[src/rtl/ps2_keyboard_rx_if.sv]
`default_nettype none
// ============================================================================
//  Module   : ps2_keyboard_rx_if
//  Purpose  : Key-event bus from the PS/2 receiver to the game-control logic.
//             The receiver drives it through the master modport and the
//             consumer reads it through the slave modport.
//  Revision : 1.0  initial release
// ============================================================================
interface ps2_keyboard_rx_if;
  logic [7:0] key_code;     // last non-prefix scan code byte
  logic       key_ext;      // E0 prefix preceded key_code
  logic       key_release;  // F0 prefix preceded key_code
  logic       key_valid;    // one-cycle event strobe
  logic       rx_error;     // one-cycle frame error strobe
  logic       busy;         // frame in progress

  modport master (
    output key_code,
    output key_ext,
    output key_release,
    output key_valid,
    output rx_error,
    output busy
  );

  modport slave (
    input key_code,
    input key_ext,
    input key_release,
    input key_valid,
    input rx_error,
    input busy
  );
endinterface
`default_nettype wire

[src/rtl/ps2_keyboard_rx.sv]
`default_nettype none
// ============================================================================
//  Module   : ps2_keyboard_rx
//  Purpose  : PS/2 keyboard receiver. Synchronizes and deglitches the PS/2
//             pins, deserializes 11-bit device-to-host frames, checks start,
//             odd parity and stop bits, folds E0/F0 prefixes into flags and
//             emits one key event per make/break code.
//  Revision : 1.0  initial release
// ============================================================================
module ps2_keyboard_rx #(
  parameter int FILTER_LEN     = 4,       // 2..15 stable samples per clk edge
  parameter int TIMEOUT_CYCLES = 100000   // idle clk cycles tolerated mid-frame
) (
  input  wire                       clk,
  input  wire                       sys_nrst,
  input  wire                       ps2_clk,
  input  wire                       ps2_data,
  ps2_keyboard_rx_if.master         key_bus
);

  // --------------------------------------------------------------------------
  // Constants
  // --------------------------------------------------------------------------
  localparam int         c_to_w     = (TIMEOUT_CYCLES > 2) ? $clog2(TIMEOUT_CYCLES) : 1;
  localparam logic [3:0] c_filt_last = 4'(FILTER_LEN - 1);
  localparam logic [c_to_w-1:0] c_to_last = c_to_w'(TIMEOUT_CYCLES - 1);
  localparam logic [7:0] c_code_ext = 8'hE0;
  localparam logic [7:0] c_code_rel = 8'hF0;

  typedef enum logic [1:0] {
    ST_IDLE   = 2'd0,
    ST_DATA   = 2'd1,
    ST_PARITY = 2'd2,
    ST_STOP   = 2'd3
  } state_t;

  // --------------------------------------------------------------------------
  // Pin conditioning state
  // --------------------------------------------------------------------------
  logic       r_clk_s1;
  logic       r_clk_s2;
  logic       r_dat_s1;
  logic       r_dat_s2;
  logic       r_filt_clk;
  logic       r_filt_d;
  logic [3:0] r_filt_cnt;
  logic       r_strobe;

  // --------------------------------------------------------------------------
  // Frame and decoder state
  // --------------------------------------------------------------------------
  state_t            r_state;
  logic [2:0]        r_bit_cnt;
  logic [7:0]        r_sh;
  logic              r_perr;
  logic [c_to_w-1:0] r_to_cnt;
  logic              r_ext_pend;
  logic              r_rel_pend;
  logic [7:0]        r_key_code;
  logic              r_key_ext;
  logic              r_key_release;
  logic              r_key_valid;
  logic              r_rx_error;

  logic              w_bit;
  logic              w_fall;

  // The data bit is taken from the synchronized data line in the strobe cycle.
  assign w_bit  = r_dat_s2;
  // Filtered clock was high last cycle and is low now.
  assign w_fall = r_filt_d & ~r_filt_clk;

  // Two-flop synchronizers for both pins; idle level is high.
  always_ff @(posedge clk or negedge sys_nrst) begin
    if (!sys_nrst) begin
      r_clk_s1 <= 1'b1;
      r_clk_s2 <= 1'b1;
      r_dat_s1 <= 1'b1;
      r_dat_s2 <= 1'b1;
    end else begin
      r_clk_s1 <= ps2_clk;
      r_clk_s2 <= r_clk_s1;
      r_dat_s1 <= ps2_data;
      r_dat_s2 <= r_dat_s1;
    end
  end

  // Clock deglitch: follow the synchronized clock only after it has disagreed
  // with the filtered value for FILTER_LEN consecutive cycles.
  always_ff @(posedge clk or negedge sys_nrst) begin
    if (!sys_nrst) begin
      r_filt_clk <= 1'b1;
      r_filt_cnt <= 4'd0;
    end else if (r_clk_s2 != r_filt_clk) begin
      if (r_filt_cnt == c_filt_last) begin
        r_filt_clk <= r_clk_s2;
        r_filt_cnt <= 4'd0;
      end else begin
        r_filt_cnt <= r_filt_cnt + 4'd1;
      end
    end else begin
      r_filt_cnt <= 4'd0;
    end
  end

  // Edge register: one-cycle strobe in the cycle after the filtered clock falls.
  always_ff @(posedge clk or negedge sys_nrst) begin
    if (!sys_nrst) begin
      r_filt_d <= 1'b1;
      r_strobe <= 1'b0;
    end else begin
      r_filt_d <= r_filt_clk;
      r_strobe <= w_fall;
    end
  end

  // Frame FSM with timeout, prefix folding and registered event outputs.
  // A strobe takes priority over the timeout terminal count in the same cycle.
  always_ff @(posedge clk or negedge sys_nrst) begin
    if (!sys_nrst) begin
      r_state       <= ST_IDLE;
      r_bit_cnt     <= 3'd0;
      r_sh          <= 8'd0;
      r_perr        <= 1'b0;
      r_to_cnt      <= '0;
      r_ext_pend    <= 1'b0;
      r_rel_pend    <= 1'b0;
      r_key_code    <= 8'd0;
      r_key_ext     <= 1'b0;
      r_key_release <= 1'b0;
      r_key_valid   <= 1'b0;
      r_rx_error    <= 1'b0;
    end else begin
      r_key_valid <= 1'b0;
      r_rx_error  <= 1'b0;

      if (r_strobe) begin
        r_to_cnt <= '0;
        case (r_state)
          ST_IDLE: begin
            // Only a low start bit opens a frame; a high one is noise.
            if (!w_bit) begin
              r_state   <= ST_DATA;
              r_bit_cnt <= 3'd0;
            end
          end
          ST_DATA: begin
            r_sh      <= {w_bit, r_sh[7:1]};
            r_bit_cnt <= r_bit_cnt + 3'd1;
            if (r_bit_cnt == 3'd7) begin
              r_state <= ST_PARITY;
            end
          end
          ST_PARITY: begin
            // Data plus parity must hold an odd number of ones.
            r_perr  <= ~(^r_sh ^ w_bit);
            r_state <= ST_STOP;
          end
          ST_STOP: begin
            r_state <= ST_IDLE;
            if (w_bit && !r_perr) begin
              if (r_sh == c_code_ext) begin
                r_ext_pend <= 1'b1;
              end else if (r_sh == c_code_rel) begin
                r_rel_pend <= 1'b1;
              end else begin
                r_key_code    <= r_sh;
                r_key_ext     <= r_ext_pend;
                r_key_release <= r_rel_pend;
                r_key_valid   <= 1'b1;
                r_ext_pend    <= 1'b0;
                r_rel_pend    <= 1'b0;
              end
            end else begin
              r_rx_error <= 1'b1;
              r_ext_pend <= 1'b0;
              r_rel_pend <= 1'b0;
            end
          end
          default: begin
            r_state <= ST_IDLE;
          end
        endcase
      end else if (r_state == ST_IDLE) begin
        r_to_cnt <= '0;
      end else if (r_to_cnt == c_to_last) begin
        // Stalled frame: drop the partial byte and report it.
        r_state    <= ST_IDLE;
        r_to_cnt   <= '0;
        r_sh       <= 8'd0;
        r_bit_cnt  <= 3'd0;
        r_rx_error <= 1'b1;
        r_ext_pend <= 1'b0;
        r_rel_pend <= 1'b0;
      end else begin
        r_to_cnt <= r_to_cnt + c_to_w'(1);
      end
    end
  end

  assign key_bus.key_code    = r_key_code;
  assign key_bus.key_ext     = r_key_ext;
  assign key_bus.key_release = r_key_release;
  assign key_bus.key_valid   = r_key_valid;
  assign key_bus.rx_error    = r_rx_error;
  assign key_bus.busy        = (r_state != ST_IDLE);

endmodule
`default_nettype wire
[src/flat_wrapper.sv]
// flat-port wrapper written by rule: the top's interface ports become plain ports
module ps2_keyboard_rx_flat 
#(
  parameter int FILTER_LEN     = 4,                                           
  parameter int TIMEOUT_CYCLES = 100000                                         
)
  (clk, sys_nrst, ps2_clk, ps2_data, key_bus_key_code, key_bus_key_ext, key_bus_key_release, key_bus_key_valid, key_bus_rx_error, key_bus_busy);
  ps2_keyboard_rx_if key_bus_i ();
  input  wire clk;
  input  wire sys_nrst;
  input  wire ps2_clk;
  input  wire ps2_data;
  output wire logic [$bits(key_bus_i.key_code)-1:0] key_bus_key_code;
  output wire logic [$bits(key_bus_i.key_ext)-1:0] key_bus_key_ext;
  output wire logic [$bits(key_bus_i.key_release)-1:0] key_bus_key_release;
  output wire logic [$bits(key_bus_i.key_valid)-1:0] key_bus_key_valid;
  output wire logic [$bits(key_bus_i.rx_error)-1:0] key_bus_rx_error;
  output wire logic [$bits(key_bus_i.busy)-1:0] key_bus_busy;
  assign key_bus_key_code = key_bus_i.key_code;
  assign key_bus_key_ext = key_bus_i.key_ext;
  assign key_bus_key_release = key_bus_i.key_release;
  assign key_bus_key_valid = key_bus_i.key_valid;
  assign key_bus_rx_error = key_bus_i.rx_error;
  assign key_bus_busy = key_bus_i.busy;
  ps2_keyboard_rx #(.FILTER_LEN(FILTER_LEN), .TIMEOUT_CYCLES(TIMEOUT_CYCLES)) u_core (.clk(clk), .sys_nrst(sys_nrst), .ps2_clk(ps2_clk), .ps2_data(ps2_data), .key_bus(key_bus_i));
endmodule
[config.mk]
export PLATFORM = sky130hd
export DESIGN_NAME = ps2_keyboard_rx_flat
export DESIGN_NICKNAME = d
export VERILOG_FILES = /design/src/rtl/ps2_keyboard_rx_if.sv /design/src/rtl/ps2_keyboard_rx.sv /design/src/flat_wrapper.sv
export SDC_FILE = /design/constraint.sdc
export NUM_CORES = 1
export LEC_CHECK = 0
export BUFFER_PORTS_ARGS = -buffer_cell sky130_fd_sc_hd__buf_2
export CAP_MARGIN = 10
export CORE_UTILIZATION = 40
export DETAILED_ROUTE_END_ITERATION = 10
export GPL_TIMING_DRIVEN = 0
export PLACE_DENSITY = 0.68
export SLEW_MARGIN = 20
export SYNTH_ARGS = -nofsm -noshare
export SYNTH_HDL_FRONTEND = slang
export SYNTH_SLANG_ARGS = --single-unit
[constraint.sdc]
create_clock -name clk -period 1.8 [get_ports clk]
set_input_delay 0.18 -clock clk [delete_from_list [all_inputs] [get_ports clk]]
set_output_delay 0.18 -clock clk [all_outputs]
set_load 0.005 [all_outputs]
# --- After elaboration in Yosys (flattened, before gate mapping) ---
# Cells that the tools add are included.
word_totals:
  ff_bits: 56
  input_bits: 4
classes:
  addsub: 3
  eq_ne: 17
  n_mux: 42
  bitwise_logic: 6
  n_reduce_logical: 14
op_table:
  columns: ["op", "n"]
  rows:
  - ["17-bit two-way mux", 3]
  - ["8-bit two-way mux", 4]
  - ["1-bit two-way mux", 22]
  - ["17-bit by 1-bit adder with 17-bit output (second input constant)", 1]
  - ["17-bit equality test (second input constant)", 1]
  - ["8-bit equality test (second input constant)", 2]
  - ["4-bit AND reduction", 4]
  - ["3-bit two-way mux", 4]
  - ["2-bit two-way mux", 5]
  - ["3-bit inequality test (second input constant)", 3]
  - ["4-bit two-way mux", 2]
  - ["2-bit one-hot mux with 4 select lines", 1]
  - ["8-bit parity", 1]
  - ["2-bit inequality test (second input constant)", 3]
  - ["3-bit one-hot mux with 2 select lines", 1]
  - ["5-bit AND reduction", 1]
  - ["4-bit by 1-bit adder with 4-bit output (second input constant)", 1]
  - ["2-bit equality test (second input constant)", 2]
  - ["4-bit by 2-bit equality test with 1-bit output (second input constant)", 1]
  - ["4-bit inequality test (second input constant)", 1]
  - ["1-bit NOT", 4]
  - ["2-bit AND reduction", 2]
  - ["2-bit nonzero test", 2]
  - ["3-bit by 1-bit adder with 3-bit output (second input constant)", 1]
  - ["other kinds (10)", 10]

# --- Longest topological paths before layout ---
depth:
  word_depth: 6
  ltp_mapped: 7
  mapped_depth_nobuf: 6

# --- Worst setup path before layout ---
# Ideal clock, no wire load.
synth_timing:
  path_kind: "reg-to-reg"
  startpoint: "register u_core.r_state[0]"
  endpoint: "register u_core.r_ext_pend"
  setup_ns: 0.126
  arrival_ns: 1.542
  path_slack_ns: 0.132
  stages_incl_launch_ff: 8
  path_buffers: 1
  cell_sequence: "dfrtp_1 inv_1 ha_1 clkbuf_1 nor2_1 a21oi_1 o2bb2ai_1 a221o_1"
synth_between:
  elab_chain_len: 3
  word_cells_on_any_way: 5
  classes_between: "3 x eq/ne; 2 x reduce/logical"
synth_rtl:
  columns: ["element", "line_no", "rtl"]
  rows:
  - ["start: declaration", "ps2_keyboard_rx.sv:52", "state_t r_state;"]
  - ["start signal: assignment", "ps2_keyboard_rx.sv:121", "r_state <= ST_IDLE;"]
  - ["start signal: assignment", "ps2_keyboard_rx.sv:143", "r_state <= ST_DATA;"]
  - ["start signal: assignment", "ps2_keyboard_rx.sv:151", "r_state <= ST_PARITY;"]
  - ["2-bit equality test / 2-bit zero test (equally long branches)", "ps2_keyboard_rx.sv:139, ps2_keyboard_rx.sv:184", null]
  - ["2-bit inequality test (no source line) / 2-bit by 1-bit inequality test with 1-bit output (equally long branches)", null, null]
  - ["4-bit AND reduction (no source line) *", null, null]
  - ["end signal: assignment", "ps2_keyboard_rx.sv:163", "r_ext_pend <= 1'b1;"]
  - ["end signal: assignment", "ps2_keyboard_rx.sv:171", "r_ext_pend <= 1'b0;"]
  - ["end signal: assignment", "ps2_keyboard_rx.sv:176", "r_ext_pend <= 1'b0;"]
  - ["end: declaration", "ps2_keyboard_rx.sv:57", "logic r_ext_pend;"]
# Every way passes the cells marked *; elsewhere a longest branch is shown, timed or not.
# A chain may end at the register's enable or synchronous reset.

# --- Worst setup path after layout ---
layout_timing:
  startpoint: "register u_core.r_sh[2]"
  endpoint: "register u_core.r_key_code[3], in the netlist u_core.key_bus.key_code[3]"
layout_between:
  elab_chain_len: 3
  word_cells_on_any_way: 5
  classes_between: "2 x eq/ne; 2 x bitwise; 1 x reduce/logical"
layout_rtl:
  columns: ["element", "line_no", "rtl"]
  rows:
  - ["start: declaration", "ps2_keyboard_rx.sv:54", "logic [7:0] r_sh;"]
  - ["start signal: assignment", "ps2_keyboard_rx.sv:148", "r_sh <= {w_bit, r_sh[7:1]};"]
  - ["8-bit equality test, on equally long branches", "ps2_keyboard_rx.sv:162, ps2_keyboard_rx.sv:164", null]
  - ["1-bit NOT (no source line)", null, null]
  - ["5-bit AND reduction (no source line) *", null, null]
  - ["end signal: assignment", "ps2_keyboard_rx.sv:167", "r_key_code <= r_sh;"]
  - ["end: declaration", "ps2_keyboard_rx.sv:59", "logic [7:0] r_key_code;"]
# Marks and branches as above.

==> results by group <==
Cells and area
  – Most frequent cells in the layout: 50 x dfrtp_1, 18 x buf_2, 18 x nor2_1
  – Final core occ: 47.5%
  – Area growth from synthesis to layout: 12.8%
  – N_diodes: 0
  – Fill count: 601
  – Commonest non-fill, non-tap cell in the layout: dfrtp_1
  – Nets: 286
  – Share of layout cells above drive strength 1: 24.2%
  – Finished Layout Cells: 346

Place
  – Dpl ws: -0.219 ns
  – Port bufs: 16
  – Final HPWL DP: 3.16 mm
  – Final Wtd Congestion: 0.781
  – Dpl cells: 332

Synthesis
  – Synthesized cell area: 2720 um^2
  – Gate Count Post-Synth: 239
  – Top FF cell, synth: dfrtp_1
  – Synth warn: 0
  – Seq/Total Area, Yosys: 51.8%
  – Largest area contributor in the netlist: dfrtp_1
  – Unique masters post-synth: 53
  – Area share of the leading cell type in the synthesized netlist: 46.0%
  – FFs w/ async S/R, synth: 100%
  – Post-synth EDFFs: 0
  – Dominant cells by area after synthesis: dfrtp_1 46%, ha_1 6.4%, dfstp_2 5.8%, mux2_2 4.6%, xnor2_1 3.5%
  – Avg Cell Area, Syn: 11.4 um^2
  – Syn nets: 257
  – Flops & latches, synth: 56

Setup path
  – Critical path's slowest cell: dfrtp_1
  – CP Class: reg2reg
  – Max stage delay on crit path: 0.41 ns
  – Worst Setup End Kind: flip-flop
  – Critical R2R Capture: u_core.key_bus.key_code[3]$_DFFE_PN0P_
  – Cells on worst reg2reg path: 7
  – Critical path cell sequence: inv_1 > ha_1 > and3_1 > o21ai_0 > nand4_1 > buf_6 > mux2_2
  – Crit path DAT: 1.90 ns
  – Flop2flop setup slack: 0.09 ns
  – Crit path max fanout: 10
  – WP data required: 1.99 ns
  – Critical Path Start Type: flip-flop
  – Worst r2r src: u_core.r_sh[2]$_DFFE_PN0P_

Power and ir drop
  – Net Sw Power: 1300 uW
  – Clock network power share: 19.4%
  – Switching Fraction: 35.9%
  – Flop pwr share: 46.3%
  – Peak VDD IR: 433 uV
  – Int Power: 2330 uW
  – Pleak: 0.00142 uW
  – Pwr/cell area: 1180 nW/um^2
  – Comb pwr share: 34.2%

Timing
  – FMAX: 584 MHz
  – Tightest hold margin: 0.360 ns
  – Rel. slew slack: 53.2%
  – Final Max Tran Viols: 0
  – Fin worst setup slack: 0.0890 ns
  – Measured slew at the worst slew-check pin: 0.701 ns
  – Final hold vios: 0
  – Crit share post-route: 95.1%
  – Fin Setup TNS: 0 ns
  – Final setup fails: 0
  – Clk_skew: 0.0175 ns
  – Min Tclk post-route: 1.71 ns
  – RSZ-0062 raised after global routing: no

GRT
  – Pin count of the biggest net entering global routing: 57
  – Antenna violations before repair: 0
  – First-pass GRT wire length: 8.03 mm
  – Global routing usage on met1: 19.2%
  – GRT busiest layer: met2
  – GRT met2 Usage: 22.1%
  – GRT met3 Usage: 3.24%
  – Vias in the first global route: 1741
  – Total track usage: 14.0%
  – Total gr overflow: 0

Route
  – Post-DR vias/cell: 5.32
  – Drt total wl: 4.68 mm
  – Final ANT Viol Nets: 0
  – Post-DR wirelength/cell: 13.5 um
  – Drt first pass iters: 7
  – Initial DRC Count: 86
  – Via count: 1840
  – # DRC: 2

Die
  – Rows: 29
  – Die ar.: 7140 um^2
  – Initial Utilization: 42.1%
  – Core ar.: 6460 um^2
  – I/O pin count: 17
  – Die Wd: 84.5 um
  – Die Y: 84.5 um

Clock tree
  – Total CTS buffers: 5
  – CTS Root Cell: clkbuf_8
  – Max clock buf depth: 2
  – Clock Pin Slew Worst Setup and Hold Paths: 0.11 ns
  – Clk sinks: 56
  – # H-tree levels: 2
  – Clk_lat worst skew: 0.32 ns
  – CTS tree: yes

Status
  – Failing checks: design-rule violations
  – Outcome: complete, but fails checks

Worst hold path
  – WHS Path Cells: 0
  – Worst Hold Class: reg2reg
  – WHS Endpoint: u_core.r_clk_s2$_DFF_PN1_
  – Hold wc startpoint: u_core.r_clk_s1$_DFF_PN1_

Flow run
  – Max_cap viols: 0
worst max-delay path by stage:
stage / start / to / slack [ns] / depth (start not counted)
2_1_floorplan: u_core.r_state[0]$_DFFE_PN0P_ / u_core.r_ext_pend$_DFFE_PN0P_ / 0.13 / 7
3_3_place_gp: u_core.r_state[0]$_DFFE_PN0P_ / u_core.r_to_cnt[12]$_DFF_PN0_ / -0.20 / 7
3_5_place_dp: u_core.r_state[0]$_DFFE_PN0P_ / u_core.r_to_cnt[8]$_DFF_PN0_ / -0.22 / 7
4_1_cts: u_core.r_state[1]$_DFFE_PN0P_ / u_core.r_sh[2]$_DFFE_PN0P_ / 0.009 / 7
5_1_grt: u_core.r_state[0]$_DFFE_PN0P_ / u_core.r_ext_pend$_DFFE_PN0P_ / 0.001 / 7
6_report: u_core.r_sh[2]$_DFFE_PN0P_ / u_core.key_bus.key_code[3]$_DFFE_PN0P_ / 0.09 / 7
Yosys cell counts, types with 2 or more instances:
cell / count
buf_2: 4
nor4b_1: 2
xor2_1: 8
nor3_1: 4
o2bb2ai_1: 2
nand4_1: 7
nor2b_1: 3
dfstp_2: 6
mux2_2: 11
inv_1: 11
and3_1: 4
clkbuf_1: 2
o311ai_1: 2
a22o_1: 8
nor2_1: 19
o21ai_0: 5
and4_1: 2
a21oi_1: 4
nand3_1: 9
xnor2_1: 11
ha_1: 14
dfrtp_1: 50
nand2b_1: 2
and4_4: 2
buf_4: 2
o21ai_1: 2
nand2_1: 17
power groups by stage:
stage	Combinational (uW)	Clock (uW)	Sequential, uW
after detailed placement	1140	0	1710
after floorplan	878	0	1660
after CTS	1180	734	1680
after global placement	1120	0	1700
final	1240	707	1680
after global routing	1400	780	1710
flip-flops by register name, indices dropped and copies added, names as in the netlist, 2 cells and up:
register and flops:
u_core.r_to_cnt 17, u_core.r_filt_cnt 4, u_core.key_bus.key_code 8, u_core.r_state 2
u_core.r_sh 8, u_core.r_bit_cnt 3
final cells by class:
cell class | instances | area (um^2) | area share, %
Sequential cell | 56 | 1410 | 45.9
Timing Repair Buffer | 23 | 143 | 4.65
Inverter | 11 | 41.3 | 1.34
Multi-Input combinational cell | 163 | 1240 | 40.4
Tap cell | 77 | 96.3 | 3.14
Clock inverter | 3 | 22.5 | 0.733
Clock buffer | 5 | 68.8 | 2.24
Buffer | 8 | 50.0 | 1.63
metrics by stage:
stage | power [uW] | instance area [um^2]
final | 3630 | 3070
after global routing | 3900 | 3070
after CTS | 3600 | 3030
after detailed placement | 2850 | 2900
after global placement | 2810 | 2900
after floorplan | 2540 | 2720
critical path: cells and delay by family, from the launching register on:
kind,cells,cell delay [ns]
compound gates,1,0.07
fa+ha+maj,1,0.19
buf+inv,2,0.26
flops,1,0.41
mux,1,0.27
simple gates,2,0.38
timing repair:
| action | 4_1_cts | 5_1_grt |
|---|---|---|
| gates resized for setup | 3 | 6 |
| setup endpoints to repair | 25 | 29 |
| endpoints found under the hold margin | 52 | 0 |
| pin swaps | 0 | 1 |
| setup buffers | 0 | 4 |
| hold buffers | 3 | 0 |
routing by layer:
| metal | wire [um] | vias up |
|---|---|---|
| met5 | 0 | - |
| met2 | 2180 | 25 |
| met4 | 38 | 0 |
| met1 | 2370 | 899 |
| met3 | 101 | 4 |
| li1 | - | 912 |
logic make-up after synthesis:
kind of cell	Yosys count	share of synthesized area, %
compound gates	35	9.79
xor+xnor	19	6.11
fa+ha+maj	14	6.44
buf+inv	20	3.22
flops	56	51.8
mux	12	4.92
simple gates	83	17.7
(Power assumes the default switching activity.)
